==> config.mk <==
export PLATFORM = sky130hd
export DESIGN_NAME = axi_controller_arbiter
export DESIGN_NICKNAME = d
export VERILOG_FILES = /design/src/rtl/common_types_pkg.sv /design/src/rtl/rr_picker.sv /design/src/rtl/axi_controller_arbiter.sv
export SDC_FILE = /design/constraint.sdc
export NUM_CORES = 1
export LEC_CHECK = 0
export BUFFER_PORTS_ARGS = -buffer_cell sky130_fd_sc_hd__clkbuf_2
export CORE_AREA = 2 2 120 122
export CTS_BUF_LIST = sky130_fd_sc_hd__clkbuf_2 sky130_fd_sc_hd__clkbuf_4 sky130_fd_sc_hd__clkbuf_8
export DETAILED_ROUTE_END_ITERATION = 6
export DIE_AREA = 0 0 122 124
export GPL_ROUTABILITY_DRIVEN = 0
export SYNTH_ARGS = -nofsm -noshare
export SYNTH_HDL_FRONTEND = slang
export SYNTH_SLANG_ARGS = --single-unit
==> constraint.sdc <==
create_clock -name clk -period 1.43 [get_ports clk]
set_input_delay 0.286 -clock clk [delete_from_list [all_inputs] [get_ports clk]]
set_output_delay 0.286 -clock clk [all_outputs]
set_load 0.01 [all_outputs]
==> src/rtl/common_types_pkg.sv <==
// Shared types and constants for the controller-side arbitration logic.
package common_types_pkg;

    localparam int unsigned WORD_W = 32;

    typedef logic [WORD_W-1:0] word_t;

    // Arbiter FSM state; kept as plain constants for legacy tool flows.
    typedef logic [0:0] arb_state_t;
    localparam arb_state_t IDLE = 1'b0;
    localparam arb_state_t BUSY = 1'b1;

    // Write size encodings on the controller handshake.
    localparam logic [1:0] WSIZE_NONE = 2'b00;
    localparam logic [1:0] WSIZE_WORD = 2'b11;

endpackage

==> src/rtl/rr_picker.sv <==
// Combinational round-robin selector: first requester after last_ptr, circularly.
module rr_picker #(
    parameter int unsigned NREQ  = 2,
    parameter int unsigned PTR_W = $clog2(NREQ)
) (
    input  logic [NREQ-1:0]  req,
    input  logic [PTR_W-1:0] last_ptr,
    output logic             valid,
    output logic [PTR_W-1:0] idx
);

    logic [PTR_W-1:0] cand;

    // Scan last_ptr+1 .. last_ptr+NREQ (mod NREQ); last_ptr itself comes last.
    always_comb begin
        valid = 1'b0;
        idx   = '0;
        cand  = '0;
        for (int unsigned k = 1; k <= NREQ; k++) begin
            cand = PTR_W'((32'(last_ptr) + k) % NREQ);
            if (!valid && req[cand]) begin
                valid = 1'b1;
                idx   = cand;
            end
        end
    end

endmodule

==> src/rtl/axi_controller_arbiter.sv <==
// Round-robin sharing of one axi_controller request port between NREQ requesters.
// One transaction at a time; the grant is held until ready&done, then IDLE for a cycle.
module axi_controller_arbiter
    import common_types_pkg::*;
#(
    parameter int unsigned NREQ   = 2,
    parameter int unsigned ADDR_W = 32,
    parameter int unsigned DATA_W = 32
) (
    input  logic                   clk,
    input  logic                   rst,
    input  logic [NREQ-1:0]        s_read,
    input  logic [2*NREQ-1:0]      s_write,
    input  logic [NREQ*ADDR_W-1:0] s_addr,
    input  logic [NREQ*DATA_W-1:0] s_store,
    input  logic [NREQ-1:0]        s_done,
    output logic [NREQ-1:0]        s_ready,
    output logic [NREQ*DATA_W-1:0] s_load,
    output logic                   m_read,
    output logic [1:0]             m_write,
    output logic [ADDR_W-1:0]      m_addr,
    output logic [DATA_W-1:0]      m_store,
    output logic                   m_done,
    input  logic                   m_ready,
    input  logic [DATA_W-1:0]      m_load,
    output logic [NREQ-1:0]        grant,
    output logic                   busy
);

    localparam int unsigned PTR_W = $clog2(NREQ);

    arb_state_t       state_q, state_d;
    logic [NREQ-1:0]  grant_q, grant_d;
    logic [PTR_W-1:0] last_ptr_q, last_ptr_d;
    logic             orphan_q, orphan_d;

    logic [NREQ-1:0]  req;
    logic             pick_valid;
    logic [PTR_W-1:0] pick_idx;
    logic [31:0]      sel;
    logic             owner_req;
    logic             orphan_c;

    // A requester is active when reading or issuing a non-empty write.
    always_comb begin
        req = '0;
        for (int unsigned i = 0; i < NREQ; i++) begin
            req[i] = s_read[i] | (s_write[2*i +: 2] != WSIZE_NONE);
        end
    end

    rr_picker #(
        .NREQ  (NREQ),
        .PTR_W (PTR_W)
    ) u_picker (
        .req      (req),
        .last_ptr (last_ptr_q),
        .valid    (pick_valid),
        .idx      (pick_idx)
    );

    // last_ptr holds the owner for the whole BUSY phase.
    assign sel = 32'(last_ptr_q);

    // Grant mux: owner's request to the controller, controller response to the owner only.
    always_comb begin
        m_read    = 1'b0;
        m_write   = WSIZE_NONE;
        m_addr    = '0;
        m_store   = '0;
        m_done    = 1'b0;
        s_ready   = '0;
        s_load    = '0;
        owner_req = 1'b0;
        orphan_c  = 1'b0;
        if (state_q == BUSY) begin
            m_read    = s_read[last_ptr_q];
            m_write   = s_write[2*sel +: 2];
            m_addr    = s_addr[ADDR_W*sel +: ADDR_W];
            m_store   = s_store[DATA_W*sel +: DATA_W];
            owner_req = s_read[last_ptr_q] | (s_write[2*sel +: 2] != WSIZE_NONE);
            // An owner that abandoned its request gets its done supplied on the next ready.
            orphan_c  = orphan_q | ~owner_req;
            m_done    = s_done[last_ptr_q] | (orphan_c & m_ready);
            s_ready[last_ptr_q]          = m_ready;
            s_load[DATA_W*sel +: DATA_W] = m_load;
        end
    end

    // Next-state: grant on any request in IDLE, release on ready&done in BUSY.
    always_comb begin
        state_d    = state_q;
        grant_d    = grant_q;
        last_ptr_d = last_ptr_q;
        orphan_d   = orphan_q;
        case (state_q)
            IDLE: begin
                if (pick_valid) begin
                    state_d    = BUSY;
                    grant_d    = NREQ'(1) << pick_idx;
                    last_ptr_d = pick_idx;
                    orphan_d   = 1'b0;
                end
            end
            BUSY: begin
                if (m_ready && m_done) begin
                    state_d  = IDLE;
                    grant_d  = '0;
                    orphan_d = 1'b0;
                end else if (!owner_req) begin
                    orphan_d = 1'b1;
                end
            end
            default: begin
                state_d  = IDLE;
                grant_d  = '0;
                orphan_d = 1'b0;
            end
        endcase
    end

    // State registers with synchronous reset.
    always_ff @(posedge clk) begin
        if (rst) begin
            state_q    <= IDLE;
            grant_q    <= '0;
            last_ptr_q <= PTR_W'(NREQ - 1);
            orphan_q   <= 1'b0;
        end else begin
            state_q    <= state_d;
            grant_q    <= grant_d;
            last_ptr_q <= last_ptr_d;
            orphan_q   <= orphan_d;
        end
    end

    assign grant = grant_q;
    assign busy  = (state_q == BUSY);

endmodule
# After elaboration in Yosys (flattened, before gate mapping)
# Cells that the tools add are included.
[op_classes] add_sub_neg=3 order_cmp=4 eq_ne=3 shift=6 n_mux=32 n_bitwise=10 reduce_logical=10
[op_table] operator="$shiftx 64x7->32" n=2
[op_table] operator="$and 64x64->64" n=1
[op_table] operator="$mux 32" n=2
[op_table] operator="$mux 64" n=1
[op_table] operator="$shift 32x34->64 const A" n=1
[op_table] operator="$shiftx 32x34->64" n=1
[op_table] operator="$neg 6->34" n=1
[op_table] operator="$mux 1" n=21
[op_table] operator="$mux 2" n=4
[op_table] operator="$lt 1x2->1 const B" n=3
[op_table] operator="$reduce_and 2->1" n=3
[op_table] operator="$reduce_bool 2->1" n=3
[op_table] operator="$or 1x1->1" n=5
[op_table] operator="$pmux 1 s2" n=2
[op_table] operator="$pmux 2 s2" n=1
[op_table] operator="$shiftx 4x3->2" n=1
[op_table] operator="$logic_and 1x1->1" n=3
[op_table] operator="$ne 3x2->1 const B" n=1
[op_table] operator="$add 1x1->1 const B" n=2
[op_table] operator="$and 2x2->2" n=1
[op_table] operator="$ne 2x1->1 const B" n=1
[op_table] operator="$ne 2x2->1 const B" n=1
[op_table] operator="$not 1->1" n=2
[op_table] operator="$shl 1x1->2 const A" n=1
[op_table] operator="other kinds (4)" n=4
[totals] ff_bits=5 input_bits=171 word_cells=72

# Logic depth before layout (Yosys ltp)
[logic_depth] ltp_word=11 depth_mapped=5 depth_no_buf=4

# Modules after synthesis
# A second synthesis with hierarchy kept.
[hier_totals] hier_cells=259 hier_area_um2=1749.2
[by_module_without_submodules] module="axi_controller_arbiter" instances=1 cells_each=257 area_per_inst_um2=1735.4 seq_area_each_um2=100.1
[by_module_without_submodules] module="rr_picker" instances=1 cells_each=2 area_per_inst_um2=13.8 seq_area_each_um2=0.0

# Worst setup path before layout
# Ideal clock, no wire load.
[synth_timing] path_kind="reg2out" start="reg last_ptr_q" end="out m_done" arrival_ps=1225 t_required_ps=1144 slack_ps=-81 stages_incl_launch_ff=6 path_cell_list="dfxtp_1 buf_6 nor4_1 a211oi_2 nand2b_1 a21oi_1"
[synth_between] elab_chain_cells=8
[synth_rtl] item="start, declared" line_no="axi_controller_arbiter.sv:34" rtl="logic [PTR_W-1:0] last_ptr_q, last_ptr_d;"
[synth_rtl] item="start signal, assigned" line_no="axi_controller_arbiter.sv:127" rtl="last_ptr_q <= PTR_W'(NREQ - 1);"
[synth_rtl] item="start signal, assigned" line_no="axi_controller_arbiter.sv:132" rtl="last_ptr_q <= last_ptr_d;"
[synth_rtl] item="$shiftx 4x3->2 or $mux 1 (tied branches)" line_no="axi_controller_arbiter.sv:81" rtl="owner_req = s_read[last_ptr_q] | (s_write[2*sel +: 2] != WSIZE_NONE);"
[synth_rtl] item="$reduce_bool 2->1 or $mux 1 (tied branches)" line_no="axi_controller_arbiter.sv:81"
[synth_rtl] item="$or 1x1->1" line_no="axi_controller_arbiter.sv:81"
[synth_rtl] item="$not 1->1" line_no="axi_controller_arbiter.sv:83" rtl="orphan_c = orphan_q | ~owner_req;"
[synth_rtl] item="$or 1x1->1" line_no="axi_controller_arbiter.sv:83"
[synth_rtl] item="$and 1x1->1" line_no="axi_controller_arbiter.sv:84" rtl="m_done = s_done[last_ptr_q] | (orphan_c & m_ready);"
[synth_rtl] item="$or 1x1->1 (*)" line_no="axi_controller_arbiter.sv:84"
[synth_rtl] item="$mux 1 (*)" line_no="axi_controller_arbiter.sv:76" rtl="if (state_q == BUSY) begin"
[synth_rtl] item="end, declared" line_no="axi_controller_arbiter.sv:23" rtl="output logic m_done,"
# Every way passes the cells marked *; elsewhere a longest branch is shown, timed or not. The select of a mux whose other input is x is not followed.

# Final worst setup path
[layout_timing] start="reg last_ptr_q" end="out m_addr[6]"
[layout_between] elab_chain_cells=2
[layout_rtl] item="$shiftx 64x7->32" line_no="axi_controller_arbiter.sv:79" rtl="m_addr = s_addr[ADDR_W*sel +: ADDR_W];"
[layout_rtl] item="$mux 32" line_no="axi_controller_arbiter.sv:76"
[layout_rtl] item="end, declared" line_no="axi_controller_arbiter.sv:21" rtl="output logic [ADDR_W-1:0] m_addr,"
# No other way between the ends.

==> results.ini <==
[yosys]
syn_nets = 429
syn_area_per_cell_um2 = 6.848
ys_seq_area_share_pct = 5.666
yosysUniqueCellTypes = 28
syn-cell-area_um2 = 1767
ys_ff_latch = 5
syn_inst = 258
synth.yosys.warnings = 0

[cells_and_area]
fin_area_um2 = 4259
drive_above_1_share_pct = 65.99
antenna_cells = 0
final_common_cell = clkbuf_2
fillers = 1516
final_cell_mix = 257 x clkbuf_2, 69 x nor2_1, 62 x mux2i_1
area_delta_synth_final_pct = 141.1
nets = 760

[critical_path]
endpoint_kind = output pin
path_class = flop to output pin
cp-startpoint = last_ptr_q
critPathMaxFanout = 8
required_ns = 1.14
rr_startpoint = last_ptr_q
cp.arrival_ns = 1.38
start_kind = flop

[sta]
setup_violations = 134
hold_viol_final = 0
fin_setup_tns_ns = -21.89
fmax_mhz = 600.8
finalCritPeriodShare_pct = 116.4
tightest_slew_ns = 0.3131
period_needed_ns = 1.665
final_max_slew_viol_count = 0
setup_ws_ns = -0.2346
slew_headroom_pct = 78.97
rsz0062_at_grt = yes
fin_skew_ns = 0.0003626
holdWs_ns = 0.3256

[drt]
drc = 0
routedWlPerCell_um = 13.40
wirelength_um = 10290
vias = 3112
drt_iter0_markers = 59
viasPerCell = 4.052
antenna_left = 0
drt_first_pass_iters = 6

[place]
port_buffers = 307
place_hpwl_um = 8396
pre_cts_ws_ns = -0.1292
placed_area_um2 = 3730

[clocking]
clk_latency_ns = 0.22
cts.sinks = 5
cts_inserted_buffers = 3
cts.reportedPaths.clkPinSlew_ns = 0.03
tritoncts = yes
htreeDepth = 1
cts-root-buf = clkbuf_8
clockBufferDepth = 2

[global_routing]
grt_first_pass_wirelength_um = 12570
grt_pass1_vias = 2613
antenna_found_initial = 0
grt_max_degree = 55
grt_use_total_pct = 10.61
overflow = 0

[floorplan]
fp.coreArea_um2 = 13720
rows = 43
die_area_um2 = 15130
die_h_um = 124
die_w_um = 122
start_util_pct = 12.88
io_pins = 308

[pwr]
irDropWorstVdd_mv = 0.2020
leakage_nw = 2.713
power_frac_clock_pct = 10.8
share_comb_of_total_power_pct = 82.2
switching_share_pct = 41.83
p_int_w = 0.001488
p_switching_w = 0.001070
p_total_w = 0.002558
p_seq_share_pct = 7.0
power_density_nw_per_um2 = 600.5

[worst_hold_path]
min_from = rst
hp-class = input pin to flop

[run]
max-cap-violations = 0

[status]
status = complete, but fails checks
failed_checks = negative setup slack

==> final cells by class <==
type                    instances  area, um^2  area share, %
clock buffers                   4       48.80          1.146
flip-flops and latches          5       103.9          2.438
inverters                       2       7.507         0.1763
repair buffers                353        2202          51.70
multi-input cells             224        1672          39.25
well taps                     180       225.2          5.288
==> logic make-up after synthesis <==
family | share of synthesized area, %
AO/OA/AOI/OAI | 6.090
buffers and inverters | 7.507
flip-flops | 5.666
multiplexers | 38.53
AND/OR/NAND/NOR | 42.21
==> flip-flops by register name (all words and copies together), names as in the netlist <==
signal	cells
last_ptr_q	1
busy	1
orphan_q	1
grant	2
==> final timing paths <==
path                                   to  slack [ns]  depth (start not counted)
worst max register to register   grant[1]       -0.02                          6
worst min-delay path             orphan_q        0.33                          2
worst max-delay path            m_addr[6]       -0.23                          5
worst min register to register   grant[0]        0.48                          2
==> repair_timing <==
action / in CTS / in global routing
setup endpoints to repair: 133 / 133
setup buffers: 0 / 6
gates resized for setup: 5 / 110
cloned: 0 / 6
endpoints found under the hold margin: 0 / 0
hold buffers: 0 / 0
pin swaps: 3 / 13
==> layer usage <==
layer | global-route usage (%) | vias up | part of all wire (%)
li1 | - | 1542 | -
met1 | 11.47 | 1374 | 37
met2 | 21.02 | 192 | 53
met3 | 2.106 | 4 | 9.2
met4 | 2.443 | 0 | 0.78
met5 | 0 | - | 0
==> Yosys cell counts <==
| cell type | count | area [um^2] |
|---|---|---|
| and3_1 | 33 | 206.5 |
| o2111ai_1 | 1 | 8.760 |
| a31oi_4 | 1 | 21.27 |
| o21ai_2 | 1 | 8.760 |
| nand2b_1 | 1 | 6.260 |
| nand2_1 | 1 | 3.750 |
| nor3_1 | 1 | 5.000 |
| nor4_1 | 1 | 6.260 |
| inv_1 | 2 | 7.510 |
| o21ai_0 | 2 | 10.01 |
| buf_4 | 2 | 15.01 |
| or3_4 | 1 | 11.26 |
| buf_6 | 1 | 11.26 |
| mux2i_1 | 68 | 680.7 |
| o21ai_1 | 1 | 5.000 |
| a2111o_1 | 1 | 11.26 |
| nor2_1 | 69 | 259.0 |
| nor3_2 | 2 | 20.02 |
| a211o_1 | 1 | 8.760 |
| and2_1 | 33 | 206.5 |
| a211oi_2 | 1 | 12.51 |
| nor4_4 | 1 | 21.27 |
| dfxtp_1 | 5 | 100.1 |
| a31oi_1 | 1 | 6.260 |
| buf_1 | 2 | 7.510 |
| buf_2 | 7 | 35.03 |
| a21oi_1 | 3 | 15.01 |
| clkbuf_1 | 15 | 56.30 |
==> power by group through the flow <==
| stage | sequential [W] | clock [W] | combinational, W |
|---|---|---|---|
| floorplan | 0.000169 | 0 | 0.000908 |
| global placement | 0.000170 | 0 | 0.00178 |
| detailed placement | 0.000171 | 0 | 0.00178 |
| CTS | 0.000171 | 0.000283 | 0.00181 |
| global route | 0.000184 | 0.000294 | 0.00228 |
| finish | 0.000180 | 0.000276 | 0.00210 |
==> critical path, cell delays in order, from the launching register on <==
cell,delay (ns)
dfxtp_4,0.44
clkbuf_16,0.21
buf_6,0.11
mux2i_1,0.18
nor2_1,0.07
buf_2,0.14
==> through the flow <==
step,instances,utilization [%]
floorplan,258,-
global placement,753,27.19
detailed placement,753,27.19
CTS,757,27.75
global route,768,31.04
finish,768,31.04
Power figures use the tool's default switching activity.
